--- src/rtl/axi_lite_pkg.sv ---
`default_nettype none
// ============================================================================
// Module   : axi_lite_pkg
// Brief    : Shared AXI4-lite response codes and register-index decode.
// Revision : 1.0  initial release
// ============================================================================
package axi_lite_pkg;

    typedef logic [1:0] axi_resp_t;

    localparam axi_resp_t RESP_OKAY   = 2'b00;
    localparam axi_resp_t RESP_SLVERR = 2'b10;
    localparam axi_resp_t RESP_DECERR = 2'b11;

    localparam int ADDR_LSB = 2;

    typedef enum logic [1:0] {
        REG_RW   = 2'd0,
        REG_RO   = 2'd1,
        REG_NONE = 2'd2
    } reg_kind_t;

    function automatic reg_kind_t decode_idx(
        input logic [31:0] idx,
        input int unsigned num_rw,
        input int unsigned num_ro
    );
        if (idx < num_rw)
            return REG_RW;
        else if (idx < num_rw + num_ro)
            return REG_RO;
        else
            return REG_NONE;
    endfunction

endpackage
`default_nettype wire

--- src/rtl/axi_lite_wr_capture.sv ---
`default_nettype none
// ============================================================================
// Module   : axi_lite_wr_capture
// Brief    : Independent AW/W holding registers, READY generation and commit.
// Revision : 1.0  initial release
// ============================================================================
module axi_lite_wr_capture #(
    parameter int ADDR_W = 32,
    parameter int DATA_W = 32
) (
    input  logic                  clk,
    input  logic                  rst,
    input  logic [ADDR_W-1:0]     i_awaddr,
    input  logic                  i_awvalid,
    output logic                  o_awready,
    input  logic [DATA_W-1:0]     i_wdata,
    input  logic [DATA_W/8-1:0]   i_wstrb,
    input  logic                  i_wvalid,
    output logic                  o_wready,
    input  logic                  i_resp_pending,
    output logic [ADDR_W-1:0]     o_addr,
    output logic [DATA_W-1:0]     o_data,
    output logic [DATA_W/8-1:0]   o_strb,
    output logic                  o_commit
);

    logic                r_aw_held;
    logic                r_w_held;
    logic [ADDR_W-1:0]   r_addr;
    logic [DATA_W-1:0]   r_data;
    logic [DATA_W/8-1:0] r_strb;

    // Both halves must already be held, so commit lands one edge after the later handshake.
    assign o_commit  = r_aw_held && r_w_held;
    assign o_awready = !rst && !r_aw_held && !i_resp_pending;
    assign o_wready  = !rst && !r_w_held  && !i_resp_pending;

    always_ff @(posedge clk) begin
        if (rst) begin
            r_aw_held <= 1'b0;
            r_w_held  <= 1'b0;
            r_addr    <= '0;
            r_data    <= '0;
            r_strb    <= '0;
        end else if (o_commit) begin
            r_aw_held <= 1'b0;
            r_w_held  <= 1'b0;
        end else begin
            if (i_awvalid && o_awready) begin
                r_aw_held <= 1'b1;
                r_addr    <= i_awaddr;
            end
            if (i_wvalid && o_wready) begin
                r_w_held <= 1'b1;
                r_data   <= i_wdata;
                r_strb   <= i_wstrb;
            end
        end
    end

    assign o_addr = r_addr;
    assign o_data = r_data;
    assign o_strb = r_strb;

endmodule
`default_nettype wire

--- src/rtl/axi4_lite_slave_regs.sv ---
`default_nettype none
// ============================================================================
// Module   : axi4_lite_slave_regs
// Brief    : AXI4-lite register bank: RW control words out, RO status words in.
// Revision : 1.0  initial release
// ============================================================================
module axi4_lite_slave_regs
    import axi_lite_pkg::*;
#(
    parameter int                            C_S_AXI_ADDR_WIDTH = 32,
    parameter int                            C_S_AXI_DATA_WIDTH = 32,
    parameter int                            NUM_RW             = 8,
    parameter int                            NUM_RO             = 8,
    parameter logic [C_S_AXI_DATA_WIDTH-1:0] RW_RESET_VAL       = '0
) (
    input  logic                                 S_AXI_ACLK,
    input  logic                                 S_AXI_ARESET,
    input  logic [C_S_AXI_ADDR_WIDTH-1:0]        S_AXI_AWADDR,
    input  logic [2:0]                           S_AXI_AWPROT,
    input  logic                                 S_AXI_AWVALID,
    output logic                                 S_AXI_AWREADY,
    input  logic [C_S_AXI_DATA_WIDTH-1:0]        S_AXI_WDATA,
    input  logic [C_S_AXI_DATA_WIDTH/8-1:0]      S_AXI_WSTRB,
    input  logic                                 S_AXI_WVALID,
    output logic                                 S_AXI_WREADY,
    output logic [1:0]                           S_AXI_BRESP,
    output logic                                 S_AXI_BVALID,
    input  logic                                 S_AXI_BREADY,
    input  logic [C_S_AXI_ADDR_WIDTH-1:0]        S_AXI_ARADDR,
    input  logic [2:0]                           S_AXI_ARPROT,
    input  logic                                 S_AXI_ARVALID,
    output logic                                 S_AXI_ARREADY,
    output logic [C_S_AXI_DATA_WIDTH-1:0]        S_AXI_RDATA,
    output logic [1:0]                           S_AXI_RRESP,
    output logic                                 S_AXI_RVALID,
    input  logic                                 S_AXI_RREADY,
    output logic [NUM_RW*C_S_AXI_DATA_WIDTH-1:0] ctrl_o,
    output logic [NUM_RW-1:0]                    wr_pulse_o,
    input  logic [NUM_RO*C_S_AXI_DATA_WIDTH-1:0] status_i,
    output logic [NUM_RO-1:0]                    rd_pulse_o
);

    localparam int c_aw = C_S_AXI_ADDR_WIDTH;
    localparam int c_dw = C_S_AXI_DATA_WIDTH;

    logic [c_aw-1:0]   w_wr_addr;
    logic [c_dw-1:0]   w_wr_data;
    logic [c_dw/8-1:0] w_wr_strb;
    logic              w_commit;
    logic [31:0]       w_wr_idx;
    reg_kind_t         w_wr_kind;
    logic [31:0]       w_rd_idx;
    reg_kind_t         w_rd_kind;
    logic              w_ar_hs;
    logic [c_dw-1:0]   w_rd_ctrl;
    logic [c_dw-1:0]   w_rd_status;
    logic [NUM_RO-1:0] w_rd_ro_hit;
    logic              w_unused;

    logic [c_dw-1:0]   r_ctrl [NUM_RW];
    logic [NUM_RW-1:0] r_wr_pulse;
    logic              r_bvalid;
    axi_resp_t         r_bresp;
    logic              r_rvalid;
    axi_resp_t         r_rresp;
    logic [c_dw-1:0]   r_rdata;
    logic [NUM_RO-1:0] r_rd_pulse;

    axi_lite_wr_capture #(
        .ADDR_W (c_aw),
        .DATA_W (c_dw)
    ) u_wr_capture (
        .clk            (S_AXI_ACLK),
        .rst            (S_AXI_ARESET),
        .i_awaddr       (S_AXI_AWADDR),
        .i_awvalid      (S_AXI_AWVALID),
        .o_awready      (S_AXI_AWREADY),
        .i_wdata        (S_AXI_WDATA),
        .i_wstrb        (S_AXI_WSTRB),
        .i_wvalid       (S_AXI_WVALID),
        .o_wready       (S_AXI_WREADY),
        .i_resp_pending (r_bvalid),
        .o_addr         (w_wr_addr),
        .o_data         (w_wr_data),
        .o_strb         (w_wr_strb),
        .o_commit       (w_commit)
    );

    assign w_wr_idx  = 32'(w_wr_addr[c_aw-1:ADDR_LSB]);
    assign w_wr_kind = decode_idx(w_wr_idx, NUM_RW, NUM_RO);
    assign w_rd_idx  = 32'(S_AXI_ARADDR[c_aw-1:ADDR_LSB]);
    assign w_rd_kind = decode_idx(w_rd_idx, NUM_RW, NUM_RO);
    assign w_ar_hs   = S_AXI_ARVALID && S_AXI_ARREADY;

    assign w_unused = ^{S_AXI_AWPROT, S_AXI_ARPROT,
                        S_AXI_ARADDR[ADDR_LSB-1:0], w_wr_addr[ADDR_LSB-1:0]};

    always_ff @(posedge S_AXI_ACLK) begin
        if (S_AXI_ARESET) begin
            for (int i = 0; i < NUM_RW; i++)
                r_ctrl[i] <= RW_RESET_VAL;
            r_wr_pulse <= '0;
        end else begin
            r_wr_pulse <= '0;
            if (w_commit && w_wr_kind == REG_RW) begin
                for (int i = 0; i < NUM_RW; i++) begin
                    if (w_wr_idx == i) begin
                        for (int b = 0; b < c_dw/8; b++)
                            if (w_wr_strb[b])
                                r_ctrl[i][b*8 +: 8] <= w_wr_data[b*8 +: 8];
                        r_wr_pulse[i] <= 1'b1;
                    end
                end
            end
        end
    end

    always_ff @(posedge S_AXI_ACLK) begin
        if (S_AXI_ARESET) begin
            r_bvalid <= 1'b0;
            r_bresp  <= RESP_OKAY;
        end else if (w_commit) begin
            r_bvalid <= 1'b1;
            case (w_wr_kind)
                REG_RW:  r_bresp <= RESP_OKAY;
                REG_RO:  r_bresp <= RESP_SLVERR;
                default: r_bresp <= RESP_DECERR;
            endcase
        end else if (r_bvalid && S_AXI_BREADY) begin
            r_bvalid <= 1'b0;
        end
    end

    always_comb begin
        w_rd_ctrl   = '0;
        w_rd_status = '0;
        w_rd_ro_hit = '0;
        for (int i = 0; i < NUM_RW; i++)
            if (w_rd_idx == i)
                w_rd_ctrl = r_ctrl[i];
        for (int j = 0; j < NUM_RO; j++) begin
            if (w_rd_idx == NUM_RW + j) begin
                w_rd_status    = status_i[j*c_dw +: c_dw];
                w_rd_ro_hit[j] = 1'b1;
            end
        end
    end

    // RW reads see the pre-commit value because r_ctrl updates on the same edge.
    always_ff @(posedge S_AXI_ACLK) begin
        if (S_AXI_ARESET) begin
            r_rvalid   <= 1'b0;
            r_rresp    <= RESP_OKAY;
            r_rdata    <= '0;
            r_rd_pulse <= '0;
        end else begin
            r_rd_pulse <= '0;
            if (w_ar_hs) begin
                r_rvalid <= 1'b1;
                case (w_rd_kind)
                    REG_RW: begin
                        r_rdata <= w_rd_ctrl;
                        r_rresp <= RESP_OKAY;
                    end
                    REG_RO: begin
                        r_rdata    <= w_rd_status;
                        r_rresp    <= RESP_OKAY;
                        r_rd_pulse <= w_rd_ro_hit;
                    end
                    default: begin
                        r_rdata <= '0;
                        r_rresp <= RESP_DECERR;
                    end
                endcase
            end else if (r_rvalid && S_AXI_RREADY) begin
                r_rvalid <= 1'b0;
            end
        end
    end

    for (genvar g = 0; g < NUM_RW; g++) begin : g_ctrl_out
        assign ctrl_o[g*c_dw +: c_dw] = r_ctrl[g];
    end

    assign S_AXI_ARREADY = !S_AXI_ARESET && !r_rvalid;
    assign S_AXI_BVALID  = r_bvalid;
    assign S_AXI_BRESP   = r_bresp;
    assign S_AXI_RVALID  = r_rvalid;
    assign S_AXI_RRESP   = r_rresp;
    assign S_AXI_RDATA   = r_rdata;
    assign wr_pulse_o    = r_wr_pulse;
    assign rd_pulse_o    = r_rd_pulse;

endmodule
`default_nettype wire

--- config.mk ---
export PLATFORM = sky130hd
export DESIGN_NAME = axi4_lite_slave_regs
export DESIGN_NICKNAME = d
export VERILOG_FILES = /design/src/rtl/axi_lite_pkg.sv /design/src/rtl/axi_lite_wr_capture.sv /design/src/rtl/axi4_lite_slave_regs.sv
export SDC_FILE = /design/constraint.sdc
export NUM_CORES = 1
export LEC_CHECK = 0
export CORE_AREA = 2 2 264 266
export DETAILED_ROUTE_END_ITERATION = 7
export DIE_AREA = 0 0 266 268
export SYNTH_ARGS = -nofsm -noshare
export SYNTH_HDL_FRONTEND = slang
export SYNTH_SLANG_ARGS = --single-unit
--- constraint.sdc ---
create_clock -name S_AXI_ACLK -period 5.6 [get_ports S_AXI_ACLK]
set_clock_uncertainty 0.05 [all_clocks]
set_input_delay 0.56 -clock S_AXI_ACLK [delete_from_list [all_inputs] [get_ports S_AXI_ACLK]]
set_output_delay 0.56 -clock S_AXI_ACLK [all_outputs]
set_load 0.02 [all_outputs]
### Word level (Yosys, flattened, before mapping)

Memory sizes are Yosys's and may differ from the RTL's.
Cells that the tools add are included.

* eq/ne operators: 24
* divide/modulo/power cells: 0
* add/sub/neg operators: 0
* shifts and indexed selects: 0
* muxes and demuxes: 209
* $lt $le $gt $ge: 4
* multipliers: 0
* reduce and logical (&&, ||, !) cells: 29
* bitwise logic cells: 36

Operators with widths (number)
* 2-to-1 mux 32 bit: 16
* 2-to-1 mux 8 bit: 32
* == test 30 x 3 -> 1 bit, second input constant: 8
* == test 30 x 4 -> 1 bit, second input constant: 8
* 2-to-1 mux 1 bit: 154
* == test 30 x 2 -> 1 bit, second input constant: 4
* zero test 32 bit: 2
* case mux 32 bit (2 select lines): 1
* == test 30 x 1 -> 1 bit, second input constant: 2
* less-than comparator 30 x 4 -> 1 bit, second input constant: 2
* less-than comparator 30 x 5 -> 1 bit, second input constant: 2
* bitwise OR 1 bit: 32
* logical AND 1 bit: 12
* 2-to-1 mux 2 bit: 5
* OR reduction 2 bit: 3
* zero test 1 bit: 5
* == test 2 x 1 -> 1 bit, second input constant: 2
* zero test 2 bit: 2
* inverter 1 bit: 4
* case mux 2 bit (2 select lines): 1
* AND reduction 2 bit: 2
* nonzero test 2 bit: 2
* OR reduction 3 bit: 1

* ROM bits: 0
* output and inout port bits: 313
* memories kept: 1
* flip-flop bits (word level): 124
* RAM bits: 256
* bits in latches: 0
* bits of input ports: 369
* word-level logic and storage cells: 315

Memory list
* r_ctrl: depth 8, width 32, rd ports 8, clocked after Yosys merged registers in 0, wr ports 8, RTL line axi4_lite_slave_regs.sv:60 `logic [c_dw-1:0] r_ctrl [NUM_RW];`

### Depth between registers and ports, before layout

* word-level depth: 10
* depth in mapped cells: 10
* gate-level depth less buffers: 6

### Modules after synthesis

Synthesis repeated with hierarchy kept, for this count alone.

* cell total of the unflattened synthesis: 1817
* area, all modules: 19117.1 sq um

By module, submodules not included
* axi4_lite_slave_regs: instances 1, sequential area each 8748.4 sq um, cells an instance 1511, area an instance 15925.3 sq um
* axi_lite_wr_capture: instances 1, sequential area each 1401.3 sq um, cells an instance 306, area an instance 3191.8 sq um

### Worst setup path after synthesis

OpenSTA, ideal clock, no wires.

* path kind: input-to-reg
* start: input S_AXI_ARADDR[12]
* end: register r_rdata[3], in the netlist S_AXI_RDATA[3]
* arrival time: 2506 ps
* cell stages on the path: 7
* path buffers: 1
* slack: 2910 ps
* cells stage by stage: or4_1 buf_6 nor3_4 and3_1 a221oi_1 nor3b_1 or4_1

* longest elaborated chain between the ends: 10

RTL lines
* start, declared: RTL line axi4_lite_slave_regs.sv:29 `input logic [C_S_AXI_ADDR_WIDTH-1:0] S_AXI_ARADDR,`
* == test 30 x 4 -> 1 bit / zero test 32 bit (equally long branches): RTL line axi4_lite_slave_regs.sv:142, axi4_lite_slave_regs.sv:139
* 2-to-1 mux 32 bit (on tied branches) (8 in a row): RTL line axi4_lite_slave_regs.sv:142, axi4_lite_slave_regs.sv:139
* case mux 32 bit (2 select lines) (*): RTL line axi4_lite_slave_regs.sv:160 `case (w_rd_kind)`
* end signal, assigned: RTL line axi4_lite_slave_regs.sv:162 `r_rdata <= w_rd_ctrl;`
* end signal, assigned: RTL line axi4_lite_slave_regs.sv:166 `r_rdata <= w_rd_status;`
* end, declared: RTL line axi4_lite_slave_regs.sv:66 `logic [c_dw-1:0] r_rdata;`

Every way passes the cells marked *; elsewhere a longest branch is shown, timed or not.
A chain may end at the register's enable or synchronous reset.

### Worst setup path in the final report

* start: input S_AXI_ARADDR[23]
* end: register r_rdata[19], in the netlist S_AXI_RDATA[19]

The elaborated chain is that of the path after synthesis.

==> metrics.yaml <==
status:
  outcome: "finished, final reports clean"
sta:
  post-route-period-util: 0.639
  setup_tns_ps: 0
  slew_viol_final: 0
  setup-violations-final: 0
  slew_headroom: 0.211
  hold_violations: 0
  rsz0062_at_grt: "no"
  max_slew.worst_pin.slew_ps: 1180
  worst_hold_slack_ps: 227
  fin_crit_ps: 3580
  max_freq_mhz: 280
  setup_slack_ps: 2020
drt:
  viasPerCell: 5.40
  vias: 18300
  drtIter0Drc: 1894
  routed_wl_mm: 105
  drcViolationCount: 0
  ant_nets: 0
  drtPass1Iterations: 5
  routedWlPerCell_um: 31.1
grt:
  grt_max_degree: 80
  grt_pass1_vias: 18000
  antenna_found_initial: 17
  grt_use_total: 0.283
  gr-total-overflow: 0
  grt_pass1_wl_mm: 142
cts:
  cts_tree: "yes"
  post_cts_buffers: 0
  path_clk_slew_ps: 60
  htree_levels: 2
  clockBufferDepth: 3
  cts-resized-gates: 0
  clock_latency_ps: 600
  cts_hold_buf: 0
  cts_buffers: 45
  clock-sinks: 377
  cts_root_buffer: "clkbuf_16"
floorplanning:
  initial_utilization: 0.267
  die_h_um: 268
  io_pins: 682
  core_um2: 68200
  die-area_um2: 71300
  rows: 96
  fp.dieW_um: 266
min_path:
  hold_class: "in -> reg"
  min_path_cells: 2
  min-delay-start: "S_AXI_ARESET"
  min_to: "u_wr_capture.r_w_held"
yosys:
  synth_seq_cells: 377
  synth_edf_count: 256
  syn-instance-count: 1812
  synth_nets: 2181
  synth_area_per_cell_um2: 10.1
  ys_top_cells_by_area: "edfxtp_1 (42%), dfxtp_1 (13%), nor2_1 (5.7%)"
  postSynth.asyncResetShare: 0
  synth_flop_cell: "edfxtp_1"
  synth_cell_type_count: 74
  synthesis.area_um2: 18200
  synth_top_area_frac: 0.422
  ys_seq_area_frac: 0.555
  yosys_warnings: 0
  post-synth-top-area-cell: "edfxtp_1"
worst_setup_path:
  critPathCaptureType: "register"
  worstPathRequired_ps: 6070
  crit_arrival_ps: 4040
  rrSetupSlack_ps: 2140
  r2r-end: "r_ctrl[1][100]"
  critPathMaxFanout: 10
  startpoint_type: "primary input"
  r2r_start: "u_wr_capture.o_addr[10]"
  crit_type: "in -> reg"
  reg2reg_depth: 6
placement:
  pre_cts_ws_ps: 1370
  port_buffers: 671
  dp_hpwl_mm: 84.2
  gp_congestion: 0.945
  placedCellCount: 3280
cells_and_area:
  fin_cells: 3377
  area_delta_synth_final_pct: 50.8
  fin_util: 0.403
  num-fill-cells: 6700
  multi_input_area_um2: 7530
  layout-drive-gt1-share: 0.0737
  seqCellArea_um2: 10100
  nets: 2814
run:
  maxCapViolations: 0
pwr:
  powerDensity_nw_per_um2: 266
  worst_ir_drop_vdd_v: 0.000234
  p_leak_nw: 9.37
worst max-delay path: stages:
cell and delay (ps):
clkdlybuf4s50_1 470, or4_1 860, nor4_4 770, nand2_1 510, nor2_1 450, a221oi_1 190
o21ai_0 210
sequential cells by signal, indices dropped and copies added, names as in the netlist:
signal                  cells
S_AXI_RVALID                1
u_wr_capture.o_addr        30
S_AXI_BRESP                 2
u_wr_capture.r_w_held       1
S_AXI_BVALID                1
u_wr_capture.o_strb         4
S_AXI_RRESP                 1
u_wr_capture.r_aw_held      1
u_wr_capture.o_data        32
wr_pulse_o                  8
rd_pulse_o                  8
r_ctrl                    256
S_AXI_RDATA                32
logic make-up (layout without fill, tap and decap cells):
logic type / count (synthesis) / count (layout) / share of synthesized area
and+or+nand+nor: 793 / 793 / 0.204
DFF: 377 / 377 / 0.555
AOI/OAI and AO/OA: 423 / 423 / 0.158
other: 0 / 13 / 0
buffers and inverters: 161 / 831 / 0.0356
muxes: 58 / 58 / 0.0477
per-layer routing:
layer,part of all wire,vias to the layer above,track usage
met5,0,-,0
met4,0.040,0,0.114
met3,0.078,178,0.0608
met2,0.48,988,0.468
met1,0.41,9121,0.360
li1,-,7963,-
how the worst max path moves through the flow:
stage / start / to
6_report: S_AXI_ARADDR[23] / S_AXI_RDATA[19]
5_1_grt: S_AXI_ARADDR[23] / S_AXI_RDATA[5]
4_1_cts: S_AXI_ARADDR[23] / S_AXI_RDATA[5]
3_5_place_dp: S_AXI_ARADDR[23] / S_AXI_RDATA[5]
3_3_place_gp: S_AXI_ARADDR[23] / S_AXI_RDATA[5]
2_1_floorplan: S_AXI_ARADDR[12] / S_AXI_RDATA[3]
stage by stage:
step                cell area, um^2  power (mW)
floorplan                     18200        3.56
global placement              25900        4.20
detailed placement            25900        4.20
CTS                           27500        7.34
global route                  27500        7.51
finish                        27500        7.30
area by class of cell:
| cell class | count | share of cell area |
|---|---|---|
| Antenna cell | 13 | 0.00118 |
| Clock buffer | 58 | 0.0461 |
| Clock inverter | 26 | 0.0118 |
| Inverter | 41 | 0.00560 |
| Multi-Input combinational cell | 1274 | 0.274 |
| Sequential cell | 377 | 0.368 |
| Tap cell | 882 | 0.0401 |
| Timing Repair Buffer | 706 | 0.254 |
cell usage in the layout (no fill, tap or decap), types with 12 or more instances in the layout:
master	n
a211o_1	12
a21oi_1	110
and2_1	18
buf_4	37
clkbuf_16	48
clkdlybuf4s50_1	667
dfxtp_1	121
diode_2	13
edfxtp_1	256
inv_1	41
mux2i_1	25
mux4_2	22
nand2_1	251
nand2b_1	71
nand3_1	28
nand4_1	17
nor2_1	277
nor3_1	28
nor4_1	26
o211ai_1	18
o21ai_0	79
o21bai_1	12
o221ai_1	19
o22ai_1	19
where the power goes:
part / leakage, nW / total, mW / internal, mW / switching, mW
Sequential: 3.62 / 3.16 / 3.07 / 0.0877
Combinational: 4.98 / 0.994 / 0.464 / 0.530
Clock: 0.766 / 3.15 / 1.86 / 1.29
Total: 9.37 / 7.30 / 5.39 / 1.91
cell usage after synthesis, types with 7 or more instances:
library cell	count
o22ai_1	19
a211oi_1	11
buf_1	13
mux2_2	11
o2bb2ai_1	10
nor4_1	30
nand3_1	28
a31oi_1	8
or4_1	7
a22oi_1	7
and2_1	18
inv_1	41
buf_2	23
mux2i_1	25
nor2_1	279
nand4_1	17
nand2_1	251
o21bai_1	12
a211o_1	12
or2_2	10
a2bb2oi_1	9
a221oi_1	10
o2111ai_1	10
o21ai_0	79
o31ai_1	7
nand2b_1	71
o221ai_1	19
nor3_1	31
nor2b_1	7
edfxtp_1	256
mux4_2	22
clkbuf_1	81
and3_1	9
a222oi_1	10
o31a_1	8
dfxtp_1	121
o211ai_1	18
a21oi_1	110
Note: power is estimated with default switching activity, not from simulation.
